===== config.mk =====
export PLATFORM = sky130hd
export DESIGN_NAME = appx_mult_sched_flat
export DESIGN_NICKNAME = d
export VERILOG_FILES = /design/src/rtl/appx_mult_pkg.sv /design/src/rtl/appx_mult_sched_if.sv /design/src/rtl/appx_mult_core.sv /design/src/rtl/appx_mult_sched.sv /design/src/flat_wrapper.sv
export SDC_FILE = /design/constraint.sdc
export NUM_CORES = 1
export LEC_CHECK = 0
export CAP_MARGIN = 20
export CORE_AREA = 2 2 177 179
export DETAILED_ROUTE_END_ITERATION = 10
export DIE_AREA = 0 0 179 181
export GPL_TIMING_DRIVEN = 0
export PLACE_DENSITY = 0.9
export SYNTH_ARGS = -nofsm -noshare
export SYNTH_HDL_FRONTEND = slang
export SYNTH_HIERARCHICAL = 1
export SYNTH_SLANG_ARGS = --single-unit

===== constraint.sdc =====
create_clock -name clk -period 9.6 [get_ports clk]
set_input_delay 2.88 -clock clk [delete_from_list [all_inputs] [get_ports clk]]
set_output_delay 2.88 -clock clk [all_outputs]
set_load 0.1 [all_outputs]

===== src/rtl/appx_mult_pkg.sv =====
// Shared constants, the operand-stage record and a reference approximate multiply.
package appx_mult_pkg;

    localparam int unsigned W_DEFAULT = 16;
    localparam int unsigned CNT_W     = 16;
    // Record id field is wide enough for the largest supported requester count (8).
    localparam int unsigned ID_W_MAX  = 3;

    typedef struct packed {
        logic [W_DEFAULT-1:0] a;
        logic [W_DEFAULT-1:0] b;
        logic [ID_W_MAX-1:0]  id;
        logic                 exact;
    } s1_rec_t;

    // Leading-one approximation: a*b ~ a * (top one or top two set bits of b).
    function automatic logic [2*W_DEFAULT-1:0] appx_mult(input logic [W_DEFAULT-1:0] a,
                                                         input logic [W_DEFAULT-1:0] b);
        logic [$clog2(W_DEFAULT)-1:0] k;
        logic                         nz;
        logic [W_DEFAULT+1:0]         a3;
        k  = '0;
        nz = 1'b0;
        for (int i = 0; i < W_DEFAULT; i++) begin
            if (b[i]) begin
                k  = i[$clog2(W_DEFAULT)-1:0];
                nz = 1'b1;
            end
        end
        a3 = {2'b00, a} + {1'b0, a, 1'b0};
        if (!nz) begin
            return '0;
        end
        if ((k != '0) && b[k - 1'b1]) begin
            return (2*W_DEFAULT)'(a3) << (k - 1'b1);
        end
        return (2*W_DEFAULT)'(a) << k;
    endfunction

endpackage


===== src/rtl/appx_mult_sched_if.sv =====
// Request/response bundle between the requesters and the shared multiplier.
interface appx_mult_sched_if import appx_mult_pkg::*; #(
    parameter int unsigned NREQ = 4,
    parameter int unsigned W    = W_DEFAULT
);
    localparam int unsigned IDW = $clog2(NREQ);

    logic [NREQ-1:0]   req_valid;
    logic [NREQ-1:0]   req_ready;
    logic [NREQ*W-1:0] req_a;
    logic [NREQ*W-1:0] req_b;
    logic [NREQ-1:0]   req_exact;
    logic              rsp_valid;
    logic              rsp_ready;
    logic [2*W-1:0]    rsp_y;
    logic [IDW-1:0]    rsp_id;
    logic              rsp_exact;

    modport master (
        output req_valid, req_a, req_b, req_exact, rsp_ready,
        input  req_ready, rsp_valid, rsp_y, rsp_id, rsp_exact
    );

    modport slave (
        input  req_valid, req_a, req_b, req_exact, rsp_ready,
        output req_ready, rsp_valid, rsp_y, rsp_id, rsp_exact
    );
endinterface


===== src/rtl/appx_mult_core.sv =====
// Combinational exact / approximate unsigned multiplier.
module appx_mult_core import appx_mult_pkg::*; #(
    parameter int unsigned W = W_DEFAULT
) (
    input  logic [W-1:0]   a,
    input  logic [W-1:0]   b,
    input  logic           exact,
    output logic [2*W-1:0] y
);
    localparam int unsigned KW = $clog2(W);

    logic [KW-1:0] k;
    logic          nz;
    logic          second;
    logic [W+1:0]  a3;

    // Locate the most significant set bit of b.
    always_comb begin
        k  = '0;
        nz = 1'b0;
        for (int i = 0; i < W; i++) begin
            if (b[i]) begin
                k  = KW'(i);
                nz = 1'b1;
            end
        end
    end

    assign a3     = {2'b00, a} + {1'b0, a, 1'b0};
    assign second = (k != '0) && b[k - 1'b1];

    // Select exact product or the shifted a / 3a approximation.
    always_comb begin
        if (exact) begin
            y = (2*W)'(a) * (2*W)'(b);
        end else if (!nz) begin
            y = '0;
        end else if (second) begin
            y = (2*W)'(a3) << (k - 1'b1);
        end else begin
            y = (2*W)'(a) << k;
        end
    end
endmodule


===== src/rtl/appx_mult_sched.sv =====
// Round-robin scheduler feeding one two-stage multiply pipeline, with an approx-op counter.
module appx_mult_sched import appx_mult_pkg::*; #(
    parameter int unsigned NREQ = 4,
    parameter int unsigned W    = W_DEFAULT
) (
    input  logic              clk,
    input  logic              rst,
    appx_mult_sched_if.slave  bus,
    input  logic              cnt_clr,
    output logic              busy,
    output logic [CNT_W-1:0]  appx_count
);
    localparam int unsigned IDW = $clog2(NREQ);

    s1_rec_t          s1_q, s1_d;
    logic             s1_valid_q;
    logic [2*W-1:0]   s2_y_q;
    logic [IDW-1:0]   s2_id_q, s2_id_d;
    logic             s2_exact_q, s2_valid_q;
    logic [IDW-1:0]   ptr_q, ptr_d;
    logic [CNT_W-1:0] cnt_q, cnt_d;

    logic             s2_en, s1_acc, hs, found, rsp_hs;
    logic [NREQ-1:0]  grant;
    logic [IDW-1:0]   gnt_id;
    logic [IDW:0]     cand_w;
    logic [W-1:0]     sel_a, sel_b;
    logic             sel_exact;
    logic [2*W-1:0]   core_y;

    assign s2_en  = !s2_valid_q || bus.rsp_ready;
    assign s1_acc = !s1_valid_q || s2_en;
    assign rsp_hs = s2_valid_q && bus.rsp_ready;

    // First valid requester at or above the pointer, wrapping modulo NREQ.
    always_comb begin
        grant  = '0;
        gnt_id = '0;
        found  = 1'b0;
        cand_w = '0;
        for (int off = 0; off < NREQ; off++) begin
            cand_w = {1'b0, ptr_q} + (IDW+1)'(off);
            if (cand_w >= (IDW+1)'(NREQ)) begin
                cand_w = cand_w - (IDW+1)'(NREQ);
            end
            if (!found && bus.req_valid[cand_w[IDW-1:0]]) begin
                grant[cand_w[IDW-1:0]] = 1'b1;
                gnt_id                 = cand_w[IDW-1:0];
                found                  = 1'b1;
            end
        end
    end

    // Grants are suppressed during reset so all outputs read zero.
    assign bus.req_ready = grant & {NREQ{s1_acc & ~rst}};
    assign hs            = found & s1_acc & ~rst;

    // Operand mux for the granted requester.
    always_comb begin
        sel_a     = '0;
        sel_b     = '0;
        sel_exact = 1'b0;
        for (int i = 0; i < NREQ; i++) begin
            if (gnt_id == IDW'(i)) begin
                sel_a     = bus.req_a[i*W +: W];
                sel_b     = bus.req_b[i*W +: W];
                sel_exact = bus.req_exact[i];
            end
        end
        s1_d = '{a: W_DEFAULT'(sel_a), b: W_DEFAULT'(sel_b),
                 id: ID_W_MAX'(gnt_id), exact: sel_exact};
    end

    // Narrow the record id back to the local id width.
    always_comb begin
        s2_id_d = '0;
        for (int i = 0; i < NREQ; i++) begin
            if (s1_q.id == ID_W_MAX'(i)) begin
                s2_id_d = IDW'(i);
            end
        end
    end

    appx_mult_core #(.W(W)) u_core (
        .a     (W'(s1_q.a)),
        .b     (W'(s1_q.b)),
        .exact (s1_q.exact),
        .y     (core_y)
    );

    // Pointer moves past the winner only on an actual handshake.
    always_comb begin
        ptr_d = ptr_q;
        if (hs) begin
            ptr_d = (gnt_id == IDW'(NREQ - 1)) ? '0 : gnt_id + 1'b1;
        end
    end

    // Saturating approx-op counter; clear wins over increment.
    always_comb begin
        cnt_d = cnt_q;
        if (cnt_clr) begin
            cnt_d = '0;
        end else if (rsp_hs && !s2_exact_q && (cnt_q != '1)) begin
            cnt_d = cnt_q + 1'b1;
        end
    end

    // Operand stage: load on grant, hold while blocked.
    always_ff @(posedge clk or posedge rst) begin
        if (rst) begin
            s1_valid_q <= 1'b0;
            s1_q       <= '0;
        end else if (s1_acc) begin
            s1_valid_q <= hs;
            if (hs) begin
                s1_q <= s1_d;
            end
        end
    end

    // Result stage: reload whenever empty or being consumed.
    always_ff @(posedge clk or posedge rst) begin
        if (rst) begin
            s2_valid_q <= 1'b0;
            s2_y_q     <= '0;
            s2_id_q    <= '0;
            s2_exact_q <= 1'b0;
        end else if (s2_en) begin
            s2_valid_q <= s1_valid_q;
            if (s1_valid_q) begin
                s2_y_q     <= core_y;
                s2_id_q    <= s2_id_d;
                s2_exact_q <= s1_q.exact;
            end
        end
    end

    // Arbiter pointer and counter state.
    always_ff @(posedge clk or posedge rst) begin
        if (rst) begin
            ptr_q <= '0;
            cnt_q <= '0;
        end else begin
            ptr_q <= ptr_d;
            cnt_q <= cnt_d;
        end
    end

    assign bus.rsp_valid = s2_valid_q;
    assign bus.rsp_y     = s2_y_q;
    assign bus.rsp_id    = s2_id_q;
    assign bus.rsp_exact = s2_exact_q;
    assign busy          = s1_valid_q | s2_valid_q;
    assign appx_count    = cnt_q;
endmodule


===== src/flat_wrapper.sv =====
// flat-port wrapper written by rule: the top's interface ports become plain ports
module appx_mult_sched_flat import appx_mult_pkg::*;
#(
    parameter int unsigned NREQ = 4,
    parameter int unsigned W    = W_DEFAULT
)
  (clk, rst, cnt_clr, busy, appx_count, bus_req_valid, bus_req_a, bus_req_b, bus_req_exact, bus_rsp_ready, bus_req_ready, bus_rsp_valid, bus_rsp_y, bus_rsp_id, bus_rsp_exact);
  appx_mult_sched_if #(.NREQ(NREQ), .W(W)) bus_i ();
  input  logic clk;
  input  logic rst;
  input  logic cnt_clr;
  output logic busy;
  output logic [CNT_W-1:0] appx_count;
  input wire logic [$bits(bus_i.req_valid)-1:0] bus_req_valid;
  input wire logic [$bits(bus_i.req_a)-1:0] bus_req_a;
  input wire logic [$bits(bus_i.req_b)-1:0] bus_req_b;
  input wire logic [$bits(bus_i.req_exact)-1:0] bus_req_exact;
  input wire logic [$bits(bus_i.rsp_ready)-1:0] bus_rsp_ready;
  output wire logic [$bits(bus_i.req_ready)-1:0] bus_req_ready;
  output wire logic [$bits(bus_i.rsp_valid)-1:0] bus_rsp_valid;
  output wire logic [$bits(bus_i.rsp_y)-1:0] bus_rsp_y;
  output wire logic [$bits(bus_i.rsp_id)-1:0] bus_rsp_id;
  output wire logic [$bits(bus_i.rsp_exact)-1:0] bus_rsp_exact;
  assign bus_i.req_valid = bus_req_valid;
  assign bus_i.req_a = bus_req_a;
  assign bus_i.req_b = bus_req_b;
  assign bus_i.req_exact = bus_req_exact;
  assign bus_i.rsp_ready = bus_rsp_ready;
  assign bus_req_ready = bus_i.req_ready;
  assign bus_rsp_valid = bus_i.rsp_valid;
  assign bus_rsp_y = bus_i.rsp_y;
  assign bus_rsp_id = bus_i.rsp_id;
  assign bus_rsp_exact = bus_i.rsp_exact;
  appx_mult_sched #(.NREQ(NREQ), .W(W)) u_core (.clk(clk), .rst(rst), .bus(bus_i), .cnt_clr(cnt_clr), .busy(busy), .appx_count(appx_count));
endmodule

# Word level (Yosys, flattened, before mapping)
# Cells that the tools add are included.
# word_totals
reg_bits,90
in_bits,140
out_inout_bits,57
# op_classes
addsub,11
n_mul,1
magnitude_cmp,13
eq_ne,7
shift,2
muxes,86
bitwise,9
reduce_logical,24
# op_table
op,count
16-bit two-way mux,10
32-bit two-way mux,3
4-bit two-way mux,18
1-bit two-way mux,35
16-bit by 16-bit multiplier with 32-bit output,1
16-bit by 4-bit left shift with 32-bit output,1
18-bit by 4-bit left shift with 32-bit output,1
2-bit two-way mux,11
16-bit by 17-bit adder with 18-bit output,1
"16-bit by 1-bit adder with 16-bit output, second input constant",1
"16-bit != test, second input constant",1
"2-bit by 3-bit < comparator with 1-bit output, second input constant",4
4-bit bitwise OR,3
1-bit logical AND,11
"3-bit >= comparator, second input constant",3
1-bit binary-select mux with 2-bit select,4
1-bit demux with 2-bit select,4
"2-bit == test, second input constant",4
"2-bit by 1-bit >= comparator with 1-bit output, second input constant",4
"2-bit by 1-bit subtractor with 2-bit output, second input constant",4
"2-bit by 2-bit adder with 3-bit output, second input constant",2
1-bit logical NOT,6
"4-bit by 5-bit < comparator with 1-bit output, second input constant",1
4-bit AND,1
14 further kinds,19

# Longest topological paths before layout
# logic_depth
ltp_word,22
ltp_mapped,26
mapped_depth_nobuf,24

# Modules after synthesis
# Netlist, hierarchy kept.
# by_module_without_submodules
mod,instances,cells_each,area_each_um2,seq_area_each_um2
appx_mult_core,1,1483,12094.1,0.0
appx_mult_sched,1,512,5038.6,2252.2

# Worst setup path before layout
# No wires, ideal clock.
# synth_path
kind,input-to-output
startpoint,input rst
endpoint,output bus_req_ready[0]
arrival_ns,6.680
required_time_ns,6.720
slack_ns,0.040
path_stages,3
path_cell_list,inv_1 nand2_1 a21oi_1
# synth_via
elab_chain_len,3
# synth_lines
item,line_no,rtl
"start, declared",flat_wrapper.sv:10,input logic rst;
1-bit inverter,appx_mult_sched.sv:55,assign bus.req_ready = grant & {NREQ{s1_acc & ~rst}};
1-bit AND,appx_mult_sched.sv:55,
4-bit AND,appx_mult_sched.sv:55,
"end, declared",flat_wrapper.sv:19,output wire logic [$bits(bus_i.req_ready)-1:0] bus_req_ready;
# No other way between the ends.

# Worst setup path after layout
# layout_path
startpoint,input bus_req_valid[2]
endpoint,output bus_req_ready[2]
# layout_via
elab_chain_len,13
word_cells_on_any_way,25
classes_between,mux (15); bitwise (4); reduce/logical (6)
# layout_lines
item,line_no,rtl
"start, declared",flat_wrapper.sv:14,input wire logic [$bits(bus_i.req_valid)-1:0] bus_req_valid;
1-bit binary-select mux with 2-bit select,appx_mult_sched.sv:46,if (!found && bus.req_valid[cand_w[IDW-1:0]]) begin
1-bit two-way mux (not written as such),appx_mult_sched.sv:46,
1-bit two-way mux,appx_mult_sched.sv:46,
1-bit logical NOT,appx_mult_sched.sv:46,
1-bit logical AND,appx_mult_sched.sv:46,
1-bit two-way mux,appx_mult_sched.sv:46,
1-bit logical NOT,appx_mult_sched.sv:46,
1-bit logical AND,appx_mult_sched.sv:46,
1-bit two-way mux,appx_mult_sched.sv:46,
1-bit logical NOT,appx_mult_sched.sv:46,
1-bit logical AND,appx_mult_sched.sv:46,
4-bit two-way mux *,appx_mult_sched.sv:46,
4-bit AND *,appx_mult_sched.sv:55,
# Every way passes the cells marked *; elsewhere a longest branch is shown, timed or not. The select of a mux whose other input is x is not followed.

==> impl_metrics.tcl <==
set metrics [dict create \
    tritoncts.num_buffers 9 \
    final_common_cell "inv_1" \
    arrival_ns 6.36 \
    yosysSeqAreaShare_pct 13.1 \
    fin_crit_ns 9.24 \
    synthTopCellsByArea "fa_1 (23%), dfrtp_1 (13%), ha_1 (9.7%)" \
    drv_slew 0 \
    clk_latency_ns 0.36 \
    synth_edf_count 0 \
    yosysWarnings 6 \
    yosys.area.top_type_share_pct 22.8 \
    grt_antenna_before_repair 4 \
    drc 0 \
    grt_max_degree 56 \
    final_cell_mix "inv_1 (241), nand2_1 (238), fa_1 (195)" \
    setup_viol 0 \
    cp-end-kind "primary output" \
    area_growth_syn_to_layout_pct 16.2 \
    postCtsSetupRepairBufs 0 \
    fin_skew_ns 0.0101 \
    fp.coreArea_mm2 0.0303 \
    worst_setup_path_start_kind "input pin" \
    track_usage_pct 37.8 \
    avgSynthCellArea_um2 8.59 \
    viasPerCell 6.33 \
    grt_pass1_wl_um 93100 \
    finalNonFillerCells 2604 \
    cts_buffer_depth 2 \
    cap_viol_max_count 0 \
    rsz0062_at_grt "no" \
    cts_resized 0 \
    crit_end "bus_req_ready[2]" \
    place_hpwl_um 48400 \
    io_pins 197 \
    reg2reg_from "u_core/s1_q[25]$_DFFE_PP0P_" \
    clock-sinks 90 \
    io_buffers 193 \
    ant_nets 0 \
    drive_gt1_share_pct 6.58 \
    yosys_most_used_dff "dfrtp_1" \
    hp-class "reg -> reg" \
    dp.cells 2585 \
    cts_tree "done" \
    gp_congestion 1.08 \
    utilization_pct 65.6 \
    start_util_pct 56.5 \
    synth-seq-cells 90 \
    grt_overflow_total 0 \
    reg2reg_depth 22 \
    relSlewSlack_pct 29.3 \
    postRouteWirelength_um 60300 \
    synthCells 1995 \
    ys_types 92 \
    ff2ff_setup_slack_ns 1.37 \
    clkTransAtPathRegs_ns 0.07 \
    fmax_mhz 108 \
    hold_viol 0 \
    die_h_um 181 \
    rows 64 \
    whs_ns 0.494 \
    die-area_mm2 0.0324 \
    async_reset_ff_share_pct 100 \
    cts_root_buf "clkbuf_16" \
    synth_top_cell_by_area "fa_1" \
    drtIter0Drc 1801 \
    num_vias 16500 \
    crit_type "in -> out" \
    htree_levels 3 \
    layout.nets 2668 \
    status "completed" \
    period_share_pct 96.3 \
    tightest_slew_ns 1.06 \
    die_w_um 179 \
    critPathMaxFanout 9 \
    netlist_area_mm2 0.0171 \
    crit_start "bus_req_valid[2]" \
    synth_nets 2463 \
    firstDrtPassIters 7 \
    cts_hold_buf 0 \
    post_drt_wl_per_cell_um 23.1 \
    cp.required_ns 6.72 \
    grt_pass1_vias 17000 \
    reg2reg_to "u_core/bus.rsp_y[26]$_DFFE_PP0P_" \
]
-- registers in the layout, indices dropped and copies added, names as in the netlist --
register and flops:
u_core/bus.rsp_valid 1, u_core/s1_valid_q 1, u_core/bus.rsp_y 32, u_core/bus.rsp_exact 1, u_core/ptr_q 2, u_core/s1_q 35, u_core/appx_count 16, u_core/bus.rsp_id 2
-- cells in the mapped netlist, types with 32 or more instances --
cell / number
and2_1: 125
clkbuf_1: 93
ha_1: 133
fa_1: 195
nor2b_1: 45
mux2_2: 47
nor3_1: 43
o21ai_0: 63
a221oi_1: 35
nand2_1: 238
a21oi_1: 92
mux2i_1: 64
nand3_1: 32
inv_1: 242
nor2_1: 76
dfrtp_1: 90
-- through the flow --
step | setup TNS, ns | area, µm² | setup slack [ns]
floorplan | 0 | 17100 | 0.0399
CTS | 0 | 19900 | 0.492
detailed placement | 0 | 19600 | 0.512
finish | 0 | 19900 | 0.358
global route | 0 | 19900 | 0.296
global placement | -3.87 | 19600 | -0.981
-- metal layers --
layer	vias up	part of all wire [%]	GRT usage, %
met5	-	0.055	0
met3	291	9.7	9.36
met2	1090	48	63.0
li1	7188	-	-
met1	7915	35	43.6
met4	4	6.9	22.3
-- worst min path at each step --
stage,from,end,slack (ns),cells past startpoint
detailed placement,u_core/s1_q[4]$_DFFE_PP0P_,u_core/s1_q[4]$_DFFE_PP0P_,0.48,2
CTS,u_core/s1_q[4]$_DFFE_PP0P_,u_core/s1_q[4]$_DFFE_PP0P_,0.50,2
floorplan,u_core/s1_q[5]$_DFFE_PP0P_,u_core/s1_q[5]$_DFFE_PP0P_,0.45,2
finish,u_core/s1_q[4]$_DFFE_PP0P_,u_core/s1_q[4]$_DFFE_PP0P_,0.49,2
global route,u_core/bus.rsp_y[4]$_DFFE_PP0P_,u_core/bus.rsp_y[4]$_DFFE_PP0P_,0.52,1
global placement,u_core/s1_q[5]$_DFFE_PP0P_,u_core/s1_q[5]$_DFFE_PP0P_,0.47,2
-- cell families after synthesis --
group / Yosys count / share of synthesized area [%]
flops: 90 / 13.1
mux: 120 / 8.01
xor+xnor: 53 / 2.80
simple gates: 644 / 18.9
compound gates: 387 / 15.9
fa+ha+maj: 328 / 32.5
buf+inv: 373 / 8.78
-- critical path: stages --
cell	delay, ns
clkdlybuf4s50_1	0.62
or3b_2	0.47
a2111oi_1	0.61
or2_2	0.27
a22oi_1	0.08
a21oi_1	0.22
clkdlybuf4s50_1	1.20
-- cell type report --
class,instances,area [µm²]
antenna,3,7.51
clock inverter,7,83.8
tap,396,495
multi-input combinational,1532,13400
fill,2477,10400
inverter,246,926
buffer,127,581
timing repair buffer,194,1960
clock buffer,9,225
sequential,90,2250
Power is not shown: default switching activity piles up to over one toggle a cycle in this logic, so the estimate is an artifact.
